File: config.mk
export PLATFORM = sky130hd
export DESIGN_NAME = rx78_keyboard
export DESIGN_NICKNAME = d
export VERILOG_FILES = /design/src/rtl/rx78_kbd_pkg.sv /design/src/rtl/rx78_kbd_map.sv /design/src/rtl/rx78_keyboard.sv
export SDC_FILE = /design/constraint.sdc
export NUM_CORES = 1
export LEC_CHECK = 0
export ABC_AREA = 1
export BUFFER_PORTS_ARGS = -buffer_cell sky130_fd_sc_hd__buf_4
export CORE_ASPECT_RATIO = 0.5
export CORE_MARGIN = 10
export CORE_UTILIZATION = 40
export DETAILED_ROUTE_END_ITERATION = 16
export PLACE_DENSITY_LB_ADDON = 0.15
export SLEW_MARGIN = 20
export SYNTH_ARGS = -nofsm -noshare
export SYNTH_HDL_FRONTEND = slang
export SYNTH_SLANG_ARGS = --single-unit
File: constraint.sdc
create_clock -name clk -period 3.65 [get_ports clk]
set_clock_uncertainty 0.15 [all_clocks]
set_input_delay 0.73 -clock clk [delete_from_list [all_inputs] [get_ports clk]]
set_output_delay 0.73 -clock clk [all_outputs]
set_load 0.02 [all_outputs]
File: src/rtl/rx78_kbd_pkg.sv
// Shared types and constants for the RX-78 keyboard port responder.
//   ROWS/COLS      : key matrix geometry (9 rows x 8 columns)
//   KBD_PORT       : default I/O port for strobe write and row read
//   key_loc_t      : {hit, row, col} result of a scan-code lookup
//   scan_to_key()  : PS/2 set-2 scan code -> matrix position table
// Optional build macro RX78_KBD_JOY_EN is consumed by rx78_keyboard.
package rx78_kbd_pkg;

    localparam int ROWS = 9;
    localparam int COLS = 8;
    localparam int KEYS = ROWS * COLS;

    localparam logic [7:0] KBD_PORT = 8'hF4;

    typedef struct packed {
        logic       hit;
        logic [3:0] row;
        logic [2:0] col;
    } key_loc_t;

    function automatic key_loc_t key_at(input logic [3:0] row, input logic [2:0] col);
        key_loc_t k;
        k.hit = 1'b1;
        k.row = row;
        k.col = col;
        return k;
    endfunction

    // Unlisted codes (Esc among them) are misses and never touch the matrix.
    function automatic key_loc_t scan_to_key(input logic ext, input logic [7:0] code);
        key_loc_t k;
        k = '0;
        if (ext) begin
            case (code)
                8'h75:   k = key_at(4'd7, 3'd2);   // up
                8'h72:   k = key_at(4'd7, 3'd3);   // down
                8'h6B:   k = key_at(4'd7, 3'd4);   // left
                8'h74:   k = key_at(4'd7, 3'd5);   // right
                default: k = '0;
            endcase
        end else begin
            case (code)
                8'h45:   k = key_at(4'd0, 3'd0);   // 0
                8'h16:   k = key_at(4'd0, 3'd1);   // 1
                8'h1E:   k = key_at(4'd0, 3'd2);   // 2
                8'h26:   k = key_at(4'd0, 3'd3);   // 3
                8'h25:   k = key_at(4'd0, 3'd4);   // 4
                8'h2E:   k = key_at(4'd0, 3'd5);   // 5
                8'h36:   k = key_at(4'd0, 3'd6);   // 6
                8'h3D:   k = key_at(4'd0, 3'd7);   // 7
                8'h3E:   k = key_at(4'd1, 3'd0);   // 8
                8'h46:   k = key_at(4'd1, 3'd1);   // 9
                8'h1C:   k = key_at(4'd2, 3'd1);   // A
                8'h32:   k = key_at(4'd2, 3'd2);   // B
                8'h21:   k = key_at(4'd2, 3'd3);   // C
                8'h23:   k = key_at(4'd2, 3'd4);   // D
                8'h24:   k = key_at(4'd2, 3'd5);   // E
                8'h2B:   k = key_at(4'd2, 3'd6);   // F
                8'h34:   k = key_at(4'd2, 3'd7);   // G
                8'h33:   k = key_at(4'd3, 3'd0);   // H
                8'h43:   k = key_at(4'd3, 3'd1);   // I
                8'h3B:   k = key_at(4'd3, 3'd2);   // J
                8'h42:   k = key_at(4'd3, 3'd3);   // K
                8'h4B:   k = key_at(4'd3, 3'd4);   // L
                8'h3A:   k = key_at(4'd3, 3'd5);   // M
                8'h31:   k = key_at(4'd3, 3'd6);   // N
                8'h44:   k = key_at(4'd3, 3'd7);   // O
                8'h4D:   k = key_at(4'd4, 3'd0);   // P
                8'h15:   k = key_at(4'd4, 3'd1);   // Q
                8'h2D:   k = key_at(4'd4, 3'd2);   // R
                8'h1B:   k = key_at(4'd4, 3'd3);   // S
                8'h2C:   k = key_at(4'd4, 3'd4);   // T
                8'h3C:   k = key_at(4'd4, 3'd5);   // U
                8'h2A:   k = key_at(4'd4, 3'd6);   // V
                8'h1D:   k = key_at(4'd4, 3'd7);   // W
                8'h22:   k = key_at(4'd5, 3'd0);   // X
                8'h35:   k = key_at(4'd5, 3'd1);   // Y
                8'h1A:   k = key_at(4'd5, 3'd2);   // Z
                8'h5A:   k = key_at(4'd6, 3'd0);   // enter
                8'h66:   k = key_at(4'd6, 3'd1);   // backspace
                8'h29:   k = key_at(4'd8, 3'd0);   // space
                8'h12:   k = key_at(4'd8, 3'd1);   // left shift
                default: k = '0;
            endcase
        end
        return k;
    endfunction

endpackage

File: src/rtl/rx78_kbd_map.sv
// Combinational scan-code to key-matrix lookup.
//   ext  : extended (E0-prefixed) code flag
//   code : scan code
//   loc  : {hit, row, col}; hit=0 for unmapped codes
module rx78_kbd_map
    import rx78_kbd_pkg::*;
(
    input  logic       ext,
    input  logic [7:0] code,
    output key_loc_t   loc
);

    assign loc = scan_to_key(ext, code);

endmodule

File: src/rtl/rx78_keyboard.sv
// RX-78 keyboard port responder: turns ps2_key events into a 9x8 key
// matrix, latches the CPU's row strobe on port writes and returns the
// selected row (1 = pressed) one cycle after a port read.
//   clk, reset      : system clock, async active-high reset
//   ps2_key[10:0]   : {toggle, pressed, extended, code}
//   io_en/wr_n/addr : CPU I/O cycle qualifiers
//   din             : CPU write data (strobe in din[3:0])
//   dout/dout_valid : registered row data and its valid flag
// Build macro RX78_KBD_JOY_EN adds joy1/joy2 inputs on strobes 10/11.
module rx78_keyboard
    import rx78_kbd_pkg::*;
#(
    parameter logic [7:0]  PORT        = KBD_PORT,
    parameter logic [15:0] HOLD_CYCLES = 16'd50000
) (
    input  logic        clk,
    input  logic        reset,
    input  logic [10:0] ps2_key,
    input  logic        io_en,
    input  logic        wr_n,
    input  logic [7:0]  addr,
    input  logic [7:0]  din,
`ifdef RX78_KBD_JOY_EN
    input  logic [7:0]  joy1,
    input  logic [7:0]  joy2,
`endif
    output logic [7:0]  dout,
    output logic        dout_valid
);

    logic [KEYS-1:0] matrix_q, matrix_d;
    logic [3:0]      strobe_q, strobe_d;
    logic [7:0]      dout_q, dout_d;
    logic            dout_valid_q, dout_valid_d;
    logic [15:0]     timer_q, timer_d;
    key_loc_t        pend_q, pend_d;
    logic            tog_q, tog_d;
    logic            first_q, first_d;

    key_loc_t        loc;
    logic [KEYS-1:0] set_v, clr_v;
    logic [6:0]      loc_idx, pend_idx;
    logic [3:0]      row_sel;
    logic [7:0]      row_data;
    logic            event_fire, port_hit;
    logic            unused_din;

    assign unused_din = ^din[7:4];

    rx78_kbd_map u_map (
        .ext  (ps2_key[8]),
        .code (ps2_key[7:0]),
        .loc  (loc)
    );

    // COLS is 8, so {row,col} is the flat bit index row*8+col.
    assign loc_idx  = {loc.row, loc.col};
    assign pend_idx = {pend_q.row, pend_q.col};
    assign port_hit = io_en && (addr == PORT);
    // The first clock after reset only captures the toggle, never an event.
    assign event_fire = !first_q && (ps2_key[10] != tog_q);
    assign row_sel  = strobe_q - 4'd1;

    always_comb begin
        row_data = 8'h00;
        if (strobe_q != 4'd0 && strobe_q <= 4'(ROWS)) begin
            row_data = matrix_q[{row_sel, 3'b000} +: COLS];
        end
`ifdef RX78_KBD_JOY_EN
        if (strobe_q == 4'd10) row_data = joy1;
        if (strobe_q == 4'd11) row_data = joy2;
`endif
    end

    always_comb begin
        strobe_d     = strobe_q;
        timer_d      = timer_q;
        pend_d       = pend_q;
        tog_d        = ps2_key[10];
        first_d      = 1'b0;
        set_v        = '0;
        clr_v        = '0;
        dout_d       = 8'h00;
        dout_valid_d = 1'b0;

        if (port_hit && !wr_n) strobe_d = din[3:0];

        // Read uses matrix_q, i.e. the state before this cycle's update.
        if (port_hit && wr_n) begin
            dout_d       = row_data;
            dout_valid_d = 1'b1;
        end

        if (timer_q != 16'd0) timer_d = timer_q - 16'd1;

        if (event_fire && loc.hit) begin
            if (ps2_key[9]) begin
                set_v[loc_idx] = 1'b1;
                timer_d        = HOLD_CYCLES;
                if (pend_q.hit && pend_q.row == loc.row && pend_q.col == loc.col) begin
                    pend_d.hit = 1'b0;
                end
            end else if (timer_q <= 16'd1) begin
                // At timer==1 the hold ends this very cycle, so the key
                // goes straight away rather than waiting in the slot.
                clr_v[loc_idx] = 1'b1;
            end else begin
                if (pend_q.hit && (pend_q.row != loc.row || pend_q.col != loc.col)) begin
                    clr_v[pend_idx] = 1'b1;
                end
                pend_d = loc;
            end
        end

        if (timer_q == 16'd1 && timer_d == 16'd0 && pend_q.hit) begin
            clr_v[pend_idx] = 1'b1;
            pend_d.hit      = 1'b0;
        end

        matrix_d = (matrix_q & ~clr_v) | set_v;
    end

    always_ff @(posedge clk or posedge reset) begin
        if (reset) begin
            matrix_q     <= '0;
            strobe_q     <= 4'd0;
            dout_q       <= 8'h00;
            dout_valid_q <= 1'b0;
            timer_q      <= 16'd0;
            pend_q       <= '0;
            tog_q        <= 1'b0;
            first_q      <= 1'b1;
        end else begin
            matrix_q     <= matrix_d;
            strobe_q     <= strobe_d;
            dout_q       <= dout_d;
            dout_valid_q <= dout_valid_d;
            timer_q      <= timer_d;
            pend_q       <= pend_d;
            tog_q        <= tog_d;
            first_q      <= first_d;
        end
    end

    assign dout       = dout_q;
    assign dout_valid = dout_valid_q;

endmodule

==> run metrics <==
most used cell, CP nand2_1; max_slew headroom 32.9%; final setup TNS 0 ps; Max Buffers Root-to-Sink 2; clk sinks 111; top cell type's share of synthesized area 30.0%; hpwl dp 20,700 µm; pwr/cell area 344 nW/µm²; Critical R2R Launch timer_q[0]; placed cells 1,820; Core Footprint 22,700 µm²; Port Buffers 35; gpl congestion 0.902; worst path arrival time 3300 ps; number of iterations in the first detailed-routing pass 6; adder-cell share of the synthesized area 1.50%; simple-gate share of the synthesized area 45.4%; largest family of logic cells by synthesized area simple AND/OR/NAND/NOR gates; XOR/XNOR share of the synthesized area 1.43%; number of nets in the layout 1,566; Reg2Reg Depth 13; post-route antenna net violation count 0; initial core utilization 40.4%; status finished, final reports clean; family with the most delay on the worst path simple AND/OR/NAND/NOR gates; worst hold path startpoint ps2_key[10]; vias in the first global route 9,763; CP cell instances buf_4 -> inv_1 -> ha_1 -> nand2_1 -> nand3_1 -> nor2_1 -> nor2_1 -> nand3_1 -> nand2_1 -> nand2_1 -> nand2_1 -> inv_1 -> nor2_1 -> nand2_1 -> nor2_1 -> nand2_1 -> nand2_1 -> nand2_1 -> nand2_1 -> nand2_1; data required time of the critical path 3780 ps; Cells on Worst Hold Path 1; Max VDD drop 0.235 mV; Leakage 4.96 nW; total number of vias 10,100; post-synthesis compound-gate area fraction 12.0%; hold_ws 325 ps; WL met2 14,100 µm; sequential fraction of the synthesis area 30.3%; slowest stage delay, CP 260 ps; DR WL met3 3450 µm; layout cells sized above 1 9.03%; # Max-Cap Violations 0; Row Count 39; DIE HEIGHT 127 µm; CP Buf/Inv Count 3; pin count of the biggest net entering global routing 73; postcts setup bufs 0; WS Path Type input port to register; Unique masters post-synth 39; Startpoint Class input port; initial antenna violation count 0; I/O pin count 40; Hold Buf Count CTS 0; gr ovfl total 0; Worst setup EP type register; r2r setup slk 820 ps; DRT Wirelength 32,900 µm; Mapped Area 9170 µm²; Mean Syn Cell Area 6.06 µm²; clk root buf clkbuf_16; multiplexer area fraction after synthesis 0.491%; RSZ-0062 raised after global routing no; # setup viols final 0; first-pass GRT wire length 53,000 µm; HP Class input port to register; Crit Reg-Reg Endpoint matrix_q[16]; syn_nets 1,554; total power 3.49 mW; CTS tree built; Tot GR Track Use 22.1%; DRT iter0 DRCs 1,267; DRC 0; uppermost routed layer met4; most frequent cells in the layout nand2_1 (552), nor2_1 (200), nand3_1 (122); CTS clk-pin slew, worst paths 80 ps; Finished Layout Cells 1,836; drt wl/cell 17.9 µm; Clock Latency Late Sink 380 ps; hold path endpoint tog_q; die area 29,700 µm²; synth top area cells dfrtp_1 (30%), nand2_1 (23%), nor2_1 (8.2%); Worst-Margin Slew 999 ps; #FFs+latches synth 111; Slew Limit Fails 0; DIE WIDTH 234 µm; highest clock rate 0.315 GHz; Ant. Diodes 0; Final min period 3170 ps; endpoints failing hold 0; critical path peak fanout 7; P&R area growth vs syn 10.9%; CTS buffer count 9; Cells after Synth 1,512; synthesis warning total 0; htree depth 3; vias per cell 5.51; Final period util 86.9%; commonest non-fill, non-tap cell in the layout nand2_1; DRT met1 WL 14,600 µm; Fillers 2,392; critical path's slowest cell nand2_1; post-CTS sizing 0; post-synth top area cell dfrtp_1
per-stage QoR:
step                instance area, µm²  setup slack, ps  utilization (%)
finish                           10200              478             44.8
global route                     10200              180             44.8
CTS                              10200              529             44.8
detailed placement                9900              132             43.6
global placement                  9900              132             43.6
floorplan                         9170              875                -
logic make-up after synthesis:
group	after synthesis
simple gates	1004
buf+inv	187
compound gates	179
flops	111
xor+xnor	15
fa+ha+maj	11
mux	4
other cells	1
synth_stat cells, drive strengths merged:
| cell type | number |
|---|---|
| a21boi | 62 |
| a21oi | 71 |
| a221oi | 8 |
| a31oi | 2 |
| and3 | 1 |
| buf | 29 |
| clkbuf | 55 |
| clkinv | 9 |
| conb | 1 |
| dfrtp | 110 |
| dfstp | 1 |
| ha | 11 |
| inv | 94 |
| mux2 | 4 |
| nand2 | 565 |
| nand3 | 124 |
| nand3b | 1 |
| nand4 | 10 |
| nor2 | 208 |
| nor3 | 94 |
| nor4 | 1 |
| o211ai | 4 |
| o21ai | 30 |
| o22ai | 2 |
| xnor2 | 4 |
| xor2 | 11 |
final cells by class:
cell class                      count  area (µm²)  area share, %
Multi-Input combinational cell   1214        5590           55.0
Sequential cell                   111        2780           27.3
Timing Repair Buffer               85         751           7.38
Inverter                          103         393           3.86
Tap cell                          307         384           3.78
Clock buffer                       10         229           2.25
Clock inverter                      6        37.5          0.369
report_power, final:
group	switching [mW]	leakage [nW]	internal [mW]
Sequential	0.0945	1.44	1.33
Clock	0.513	0.136	0.464
Combinational	0.797	3.38	0.295
Total	1.40	4.96	2.09
how the worst max path moves through the flow:
stage,startpoint,end,slack [ps],cells past startpoint
floorplan,ps2_key[1],matrix_q[54],880,19
global placement,ps2_key[1],matrix_q[58],130,20
detailed placement,ps2_key[0],matrix_q[1],130,20
CTS,ps2_key[0],matrix_q[1],530,20
global route,ps2_key[1],matrix_q[62],180,19
finish,ps2_key[1],matrix_q[58],480,20
flip-flops by register name (all words and copies together) (netlist names):
signal	cells
dout	8
timer_q	16
pend_q	1
strobe_q	4
pend_idx	7
dout_valid	1
tog_q	1
matrix_q	72
first_q	1
layer usage:
metal,vias up,global-route usage [%]
met1,4740,29.9
met3,53,6.41
met2,456,33.4
met5,-,0
met4,0,7.13
li1,4862,-
No activity file was read; power rests on OpenSTA's default activity.
